<file path="src/rtl/cache_mem_ctrl.sv">
// ============================================================================
//  Module   : cache_mem_ctrl
//  Purpose  : Refill controller with a write-back FIFO that shares one memory
//             port. Optional macro CACHE_MEM_CTRL_WB_FORWARD_EN answers
//             matching misses straight from the write-back buffer.
//  Revision : 1.0  initial release
// ============================================================================
`default_nettype none

module cache_mem_ctrl #(
  parameter int WB_DEPTH = 4
) (
  input  logic        clk,
  input  logic        rst,
  input  logic        cache_miss,
  input  logic [31:0] i_miss_addr,
  input  logic        i_evict,
  input  logic [31:0] i_evict_addr,
  input  logic [31:0] i_evict_data,
  output logic [31:0] o_memory_line,
  output logic        o_memory_response,
  output logic        o_wb_full,
  output logic        o_wb_overflow,
  output logic        o_mem_req,
  output logic        o_mem_we,
  output logic [31:0] o_mem_addr,
  output logic [31:0] o_mem_wdata,
  input  logic        i_mem_ready,
  input  logic        i_mem_rvalid,
  input  logic [31:0] i_mem_rdata
);

  localparam int c_aw = (WB_DEPTH > 1) ? $clog2(WB_DEPTH) : 1;
`ifdef CACHE_MEM_CTRL_WB_FORWARD_EN
  localparam bit c_fwd_en = 1'b1;
`else
  localparam bit c_fwd_en = 1'b0;
`endif

  typedef enum logic [2:0] {
    IDLE    = 3'd0,
    WB_WR   = 3'd1,
    RD_REQ  = 3'd2,
    RD_WAIT = 3'd3,
    RESP    = 3'd4,
    DRAIN   = 3'd5
  } state_t;

  state_t r_state, w_state_next;

  logic [31:0]     r_wb_addr [WB_DEPTH];
  logic [31:0]     r_wb_data [WB_DEPTH];
  logic [c_aw-1:0] r_head, r_tail;
  logic [c_aw:0]   r_count;
  logic            r_overflow, r_holdoff;
  logic [25:0]     r_miss_line;
  logic [31:0]     r_memory_line;

  logic        w_full, w_empty, w_push, w_pop, w_wr_state, w_miss_take;
  logic        w_match;
  logic [31:0] w_fwd_data;
  logic        w_unused_offset;

  assign w_full      = (r_count == (c_aw+1)'(WB_DEPTH));
  assign w_empty     = (r_count == '0);
  assign w_push      = i_evict && !w_full;
  assign w_wr_state  = (r_state == WB_WR) || ((r_state == DRAIN) && !w_empty);
  assign w_pop       = w_wr_state && i_mem_ready;
  assign w_miss_take = (r_state == IDLE) && cache_miss && !r_holdoff;
  // Refills are line-granular, so the miss offset never reaches the bus.
  assign w_unused_offset = &{1'b0, i_miss_addr[5:0]};

  always_ff @(posedge clk) begin
    if (w_push) begin
      r_wb_addr[r_tail] <= i_evict_addr;
      r_wb_data[r_tail] <= i_evict_data;
    end
  end

  always_ff @(posedge clk) begin
    if (rst) begin
      r_head     <= '0;
      r_tail     <= '0;
      r_count    <= '0;
      r_overflow <= 1'b0;
    end else begin
      if (w_push) r_tail <= r_tail + 1'b1;
      if (w_pop)  r_head <= r_head + 1'b1;
      case ({w_push, w_pop})
        2'b10:   r_count <= r_count + 1'b1;
        2'b01:   r_count <= r_count - 1'b1;
        default: r_count <= r_count;
      endcase
      // A full buffer drops the eviction even if a pop frees a slot this cycle.
      if (i_evict && w_full) r_overflow <= 1'b1;
    end
  end

  // Scan oldest to newest so the newest match wins; a same-cycle push is newest.
  always_comb begin
    w_match    = 1'b0;
    w_fwd_data = '0;
    for (int i = 0; i < WB_DEPTH; i++) begin
      if (((c_aw+1)'(i) < r_count) &&
          (r_wb_addr[r_head + c_aw'(i)][31:6] == i_miss_addr[31:6])) begin
        w_match    = 1'b1;
        w_fwd_data = r_wb_data[r_head + c_aw'(i)];
      end
    end
    if (w_push && (i_evict_addr[31:6] == i_miss_addr[31:6])) begin
      w_match    = 1'b1;
      w_fwd_data = i_evict_data;
    end
  end

  always_ff @(posedge clk) begin
    if (rst) begin
      r_state       <= IDLE;
      r_holdoff     <= 1'b0;
      r_miss_line   <= '0;
      r_memory_line <= '0;
    end else begin
      r_state   <= w_state_next;
      r_holdoff <= (r_state == RESP);
      if (w_miss_take) r_miss_line <= i_miss_addr[31:6];
      if ((r_state == RD_WAIT) && i_mem_rvalid)
        r_memory_line <= i_mem_rdata;
      else if (c_fwd_en && w_miss_take && w_match)
        r_memory_line <= w_fwd_data;
    end
  end

  always_comb begin
    w_state_next = r_state;
    case (r_state)
      IDLE: begin
        if (w_miss_take) begin
          if (w_match) w_state_next = c_fwd_en ? RESP : DRAIN;
          else         w_state_next = RD_REQ;
        end else if (!w_empty) begin
          w_state_next = WB_WR;
        end
      end
      WB_WR:   if (i_mem_ready)  w_state_next = IDLE;
      RD_REQ:  if (i_mem_ready)  w_state_next = RD_WAIT;
      RD_WAIT: if (i_mem_rvalid) w_state_next = RESP;
      RESP:    w_state_next = IDLE;
      DRAIN:   if (w_empty)      w_state_next = RD_REQ;
      default: w_state_next = IDLE;
    endcase
  end

  always_comb begin
    o_mem_req   = 1'b0;
    o_mem_we    = 1'b0;
    o_mem_addr  = '0;
    o_mem_wdata = '0;
    if (w_wr_state) begin
      o_mem_req   = 1'b1;
      o_mem_we    = 1'b1;
      o_mem_addr  = r_wb_addr[r_head];
      o_mem_wdata = r_wb_data[r_head];
    end else if (r_state == RD_REQ) begin
      o_mem_req  = 1'b1;
      o_mem_addr = {r_miss_line, 6'b0};
    end
  end

  assign o_memory_line     = r_memory_line;
  assign o_memory_response = (r_state == RESP);
  assign o_wb_full         = w_full;
  assign o_wb_overflow     = r_overflow;

endmodule

`default_nettype wire

</file>
<file path="config.mk">
export PLATFORM = sky130hd
export DESIGN_NAME = cache_mem_ctrl
export DESIGN_NICKNAME = d
export VERILOG_FILES = /design/src/rtl/cache_mem_ctrl.sv
export SDC_FILE = /design/constraint.sdc
export NUM_CORES = 1
export LEC_CHECK = 0
export CORE_MARGIN = 3
export CORE_UTILIZATION = 50
export DETAILED_ROUTE_END_ITERATION = 8
export PLACE_DENSITY = 0.84
export RECOVER_POWER = 25
export SETUP_SLACK_MARGIN = 0.5
export SYNTH_ARGS = -nofsm -noshare
export SYNTH_HDL_FRONTEND = slang
export SYNTH_SLANG_ARGS = --single-unit
</file>
<file path="constraint.sdc">
create_clock -name clk -period 3.4 [get_ports clk]
set_input_delay 0.68 -clock clk [delete_from_list [all_inputs] [get_ports clk]]
set_output_delay 0.68 -clock clk [all_outputs]
set_load 0.03 [all_outputs]
</file>
==> run metrics, run 1 <==
slowest CP cell dfxtp_4; vias in the first global route 12320; post-route antenna net violation count 0; die footprint about 35000 um^2; Synth Area per Inst ~13 um^2; Final setup viols 0; CP required roughly 2.7 ns; crit share post-route 86.36%; CP peak stage delay 0.51 ns; Worst EP arrival 2.26 ns; Post-synth EDFFs 256; sequential fraction of the synthesis area 55.36%; min Tclk post-route about 3 ns; MaxCap Viol Count 0; peak supply drop 0.4980 mV; Post-synth top flop edfxtp_1; Chip Height approximately 190 um; status finished, final reports clean; Worst setup SP type flip-flop; leakage power 7.443 nW; f_max 0.3406 GHz; GP Congestion 0.9832; DRT iter0 DRCs around 1300; yosys warns 0; ys async rst share 0%; Layout area overhead 31.97%; via/cell ratio 6.175; die width ~190 um; post-synthesis net count around 1400; area leader, netlist edfxtp_1; drt drc 0; crit path kind reg2out; Worst-Margin Slew 0.7871 ns; Overflow after GRT 0; initial core utilization about half; CTS H-tree depth 2; slew margin rel. 47.53%; DRT Wirelength 51800 um; HP Class reg2reg; final hold violations 0; clock sink count approximately 330; CTS Buf Count 35; layout cells sized above 1 27.52%; Crit path buffers/inverters 2; Total GRT Usage 28.15%; cells along the critical path buf_4 > mux2i_2 > nand2_1 > a32o_2 > buf_12; power per cell area 617.3 nW/um^2; pin count of the biggest net entering global routing 49; root buf cell clkbuf_16; setup TNS 0 ns; initial antenna violation count 8; core area 32040 um^2; Clock Path Buffers 3; post-synth top area share between 40% and 50%; Pwr Total 0.01343 W; Syn Inst Count 1228; IO buf count 228; global-route wire length before repair 75930 um; CP max FO 10; RSZ-0062 raised after global routing yes; crit-path leading delay family flip-flops; Worst Setup End Kind primary output; Seq cells post-synth 328; via count 12310; max-slew violations 0; CTS tree yes; largest cells by area after synthesis edfxtp_1, mux4_2, dfxtp_1; Top-Level Pins between 200 and 250; worst clock skew 0.01580 ns; Detailed Place HPWL 34700 um; Core Rows 65; worst-skew pair later-pin latency 0.52 ns; nets 1672; Reg clk slew, reported paths 0.06 ns; post-synthesis cell area 16490 um^2; Detailed Routing Iterations Pass 1 5; Distinct cells, synth 61; cts hold-fix bufs 0; fillers approximately 2200; Avg WL per Cell between 20 and 30 um
## worst register-to-register path, stage by stage (launching register included)
cell	delay, ns
dfxtp_4	0.39
buf_12	0.15
buf_16	0.15
buf_4	0.13
buf_4	0.12
mux4_2	0.51
xnor2_1	0.33
nand4_1	0.25
nor4_4	0.36
nor2_1	0.08
a31oi_2	0.23
o21ba_1	0.13
## layer usage
| layer | routed length (um) | GRT usage [%] | vias up |
|---|---|---|---|
| li1 | - | - | 5277 |
| met1 | 19090 | 35.44 | 6092 |
| met2 | 24670 | 46.03 | 771 |
| met3 | 5539 | 8.001 | 156 |
| met4 | 2450 | 11.75 | 10 |
| met5 | 57 | 0 | - |
## layout by cell type, fill, tap and decap left out, drive strengths merged, types with 27 or more instances in the layout
| cell | instances |
|---|---|
| edfxtp | 256 |
| dlygate4sd3 | 44 |
| xnor2 | 104 |
| nor2 | 27 |
| dfxtp | 72 |
| buf | 190 |
| nand2 | 151 |
| clkbuf | 49 |
| and2 | 47 |
| a21oi | 73 |
| mux2i | 91 |
| mux4 | 93 |
| clkdlybuf4s50 | 117 |
## flip-flops by register name, summed over array words and instances (netlist names), named ones only
name	flops
r_count	3
r_head	2
o_wb_overflow	1
r_state	3
r_wb_data	128
r_wb_addr	128
r_tail	2
r_miss_line	26
r_holdoff	1
o_memory_line	32
## timing repair
item	in CTS	in global routing
buffers inserted	25	15
setup endpoints to repair	70	65
gates resized for setup	320	121
pin swaps	6	12
cloned	5	4
## stage by stage
stage | setup WS (ns) | util [%] | hold WS, ns | instance area [um^2] | cells
after global placement | 0.07500 | 61.98 | 0.4409 | 19860 | 1878
after detailed placement | 0.06426 | 61.98 | 0.4471 | 19860 | 1878
after floorplan | 0.5440 | - | 0.4357 | 16500 | 1228
final | 0.4639 | 67.92 | 0.4555 | 21760 | 1993
after global routing | 0.4214 | 67.92 | 0.4739 | 21760 | 1993
after CTS | 0.4569 | 66.33 | 0.4552 | 21250 | 1971
## cell type report
type                            instances  area (um^2)  share of cell area (%)
Sequential cell                       328         9153                   42.05
Tap cell                              435        544.3                   2.501
Timing Repair Buffer                  361         3806                   17.49
Clock buffer                           43        925.9                   4.254
Antenna cell                            3        7.507                 0.03449
Inverter                               18        70.07                  0.3219
Clock inverter                         20        113.9                  0.5232
Multi-Input combinational cell        785         7143                   32.82
## report_power, final
group          leakage (nW)  total, W  internal [W]  switching [W]
Sequential             2.94   0.00489       0.00467       0.000218
Combinational          3.98   0.00504       0.00235        0.00269
Clock                 0.521   0.00350       0.00195        0.00155
## cells by family after synthesis
group	Yosys count	share of synthesized area (%)
fa+ha+maj	9	0.6829
flops	328	55.36
buf+inv	115	3.194
xor+xnor	118	6.313
mux	191	18.88
compound gates	182	7.466
simple gates	285	8.103
## Yosys cell counts, types with 11 or more instances
master,count
edfxtp_1,256
nand2_1,150
xnor2_1,103
mux2i_1,91
mux4_2,85
a21oi_1,73
dfxtp_1,72
clkbuf_1,62
and2_1,47
nor2_1,27
a22o_1,19
inv_1,16
buf_2,15
o21ai_0,15
nand4_1,14
xor2_1,14
nor3_1,11
## final timing paths
check / cells after the start / startpoint / slack (ns) / end
setup reg to reg: 11 / r_head[0] / 0.52 / r_state[2]
hold / removal: 2 / o_memory_line[21] / 0.46 / o_memory_line[21]
setup / recovery: 5 / flip-flop / 0.46 / o_mem_addr[19]
hold reg to reg: 2 / o_memory_line[21] / 0.46 / o_memory_line[21]
Note: power is estimated with default switching activity, not from simulation.
==> run 2: changes to the inputs <==
--- a/config.mk
+++ b/config.mk
@@ -9,7 +9,6 @@
 export CORE_UTILIZATION = 50
 export DETAILED_ROUTE_END_ITERATION = 8
 export PLACE_DENSITY = 0.84
-export RECOVER_POWER = 25
 export SETUP_SLACK_MARGIN = 0.5
 export SYNTH_ARGS = -nofsm -noshare
 export SYNTH_HDL_FRONTEND = slang
==> run metrics, run 2 (synthesized netlist as in run 1, its figures left out) <==
status finished, final reports clean (unchanged); post-route antenna net violation count 0 (unchanged); vias in the first global route 12320 (unchanged); Hold Crit Depth 2 (unchanged); most common cell after layout, fill and taps aside edfxtp_1 (unchanged); Worst-Margin Slew 0.7838 ns (was 0.7871 ns); max-slew violations 0 (unchanged); pin count of the biggest net entering global routing 49 (unchanged); Worst Setup End Kind primary output (unchanged); min Tclk post-route 2.943 ns (was 2.936 ns); Top-Level Pins 235 (unchanged); DRT iter0 DRCs 1205 (was 1314); CP required 2.72 ns (about the same); core area 32040 um^2 (unchanged); IO buf count 228 (unchanged); initial antenna violation count 2 (was 8); MaxCap Viol Count 0 (unchanged); leakage power 7.431 nW (was 7.443 nW); clock sink count 328 (unchanged); DRT Wirelength 51700 um (was 51800 um); Final WS setup 0.4565 ns (was 0.4639 ns); crit share post-route 86.57% (was 86.36%); crit path to o_mem_addr[19] (unchanged); die footprint 35200 um^2 (unchanged); peak supply drop 0.5013 mV (was 0.4980 mV); r2r startpoint r_head[0] (unchanged); die width 187.6 um (unchanged); RSZ-0062 raised after global routing yes (unchanged); CTS tree yes (unchanged); worst clock skew 0.01472 ns (was 0.01580 ns); nets 1672 (unchanged); Detailed Routing Iterations Pass 1 6 (was 5); Clock Path Buffers 3 (unchanged); RR Endpoint r_state[2] (unchanged); cts hold-fix bufs 0 (unchanged); Chip Height 187.6 um (unchanged); n_diodes 0 (was 3); initial core utilization 51.46% (unchanged); Layout area overhead 31.93% (was 31.97%); layout cells sized above 1 27.52% (unchanged); HP Class reg2reg (unchanged); worst-skew pair later-pin latency 0.53 ns (was 0.52 ns); Setup WS pre-CTS 0.06426 ns (unchanged); Total GRT Usage 28.15% (unchanged); power per cell area 617.7 nW/um^2 (was 617.3 nW/um^2); drt drc 0 (unchanged); root buf cell clkbuf_16 (unchanged); R2R Setup Slk 0.51 ns (was 0.52 ns); Core Rows 65 (unchanged); f_max 0.3397 GHz (was 0.3406 GHz); crit path kind reg2out (unchanged); via count 12260 (was 12310); setup TNS 0 ns (unchanged); CP max FO 10 (unchanged); via/cell ratio 6.161 (was 6.175); Final setup viols 0 (unchanged); Detailed Place HPWL 34700 um (unchanged); Avg WL per Cell 25.98 um (was 25.99 um); most frequent cells in the layout edfxtp_1, clkdlybuf4s50_1, nand2_1 (was edfxtp_1, nand2_1, clkdlybuf4s50_1); global-route wire length before repair 75930 um (unchanged); CTS Buf Count 35 (unchanged); Worst EP arrival 2.26 ns (about the same); GP Congestion 0.9832 (unchanged); CTS H-tree depth 2 (unchanged); slew margin rel. 47.74% (was 47.53%); final hold violations 0 (unchanged); Reg clk slew, reported paths 0.06 ns (about the same); Overflow after GRT 0 (unchanged); cells on worst reg2reg path 11 (unchanged); Worst setup SP type flip-flop (unchanged)
-- run 2: power breakdown --
group	total (W)	internal [W]	switching, W
clock network	0.00350	0.00195	0.00155
logic	0.00505	0.00236	0.00269
registers	0.00489	0.00467	0.000217
-- run 2: per-stage QoR --
stage / util (%) / instances / power, W / cell area [um^2] / hold WS, ns
finish: 67.90 / 1990 / 0.01344 / 21760 / 0.4548
global route: 67.90 / 1990 / 0.01391 / 21760 / 0.4739
CTS: 66.33 / 1971 / 0.01306 / 21250 / 0.4552
detailed placement: 61.98 / 1878 / 0.009319 / 19860 / 0.4471
global placement: 61.98 / 1878 / 0.009240 / 19860 / 0.4409
floorplan: - / 1228 / 0.007537 / 16500 / 0.4357
-- run 2: what timing repair did --
action,4_1_cts,5_1_grt
pin swaps,6,12
endpoints found under the hold margin,0,0
gates resized for setup,320,121
gates cloned,5,4
setup endpoints to repair,70,65
setup buffers,25,15
-- run 2: metal layers --
layer  GRT usage, %  share of wire, %  vias up  wire length [um]
met5              0             0.031        -                16
met4          11.75               4.8        4              2473
met3          8.001                11      142              5475
met2          46.03                48      758             24650
met1          35.44                37     6088             19090
li1               -                 -     5269                 -
-- run 2: worst min path at each step --
stage,start,to,slack [ns]
after floorplan,r_miss_line[13],r_miss_line[13],0.44
after global placement,o_memory_line[9],o_memory_line[9],0.44
after detailed placement,r_miss_line[23],r_miss_line[23],0.45
after CTS,r_miss_line[23],r_miss_line[23],0.46
after global routing,r_miss_line[8],r_miss_line[8],0.47
final,o_memory_line[21],o_memory_line[21],0.45
-- run 2: final cells by class --
type                            instances  area (um^2)
Tap cell                              435        544.3
Inverter                               18        70.07
Multi-Input combinational cell        785         7143
Clock inverter                         20        113.9
Clock buffer                           43        925.9
Fill cell                            2212        10290
Timing Repair Buffer                  361         3806
Sequential cell                       328         9153
-- run 2: worst max-delay path, stage by stage (launching register included) --
cell and delay (ns):
dfxtp_4 0.52, buf_4 0.24, mux2i_2 0.37, nand2_1 0.12, a32o_2 0.33, buf_12 0.15
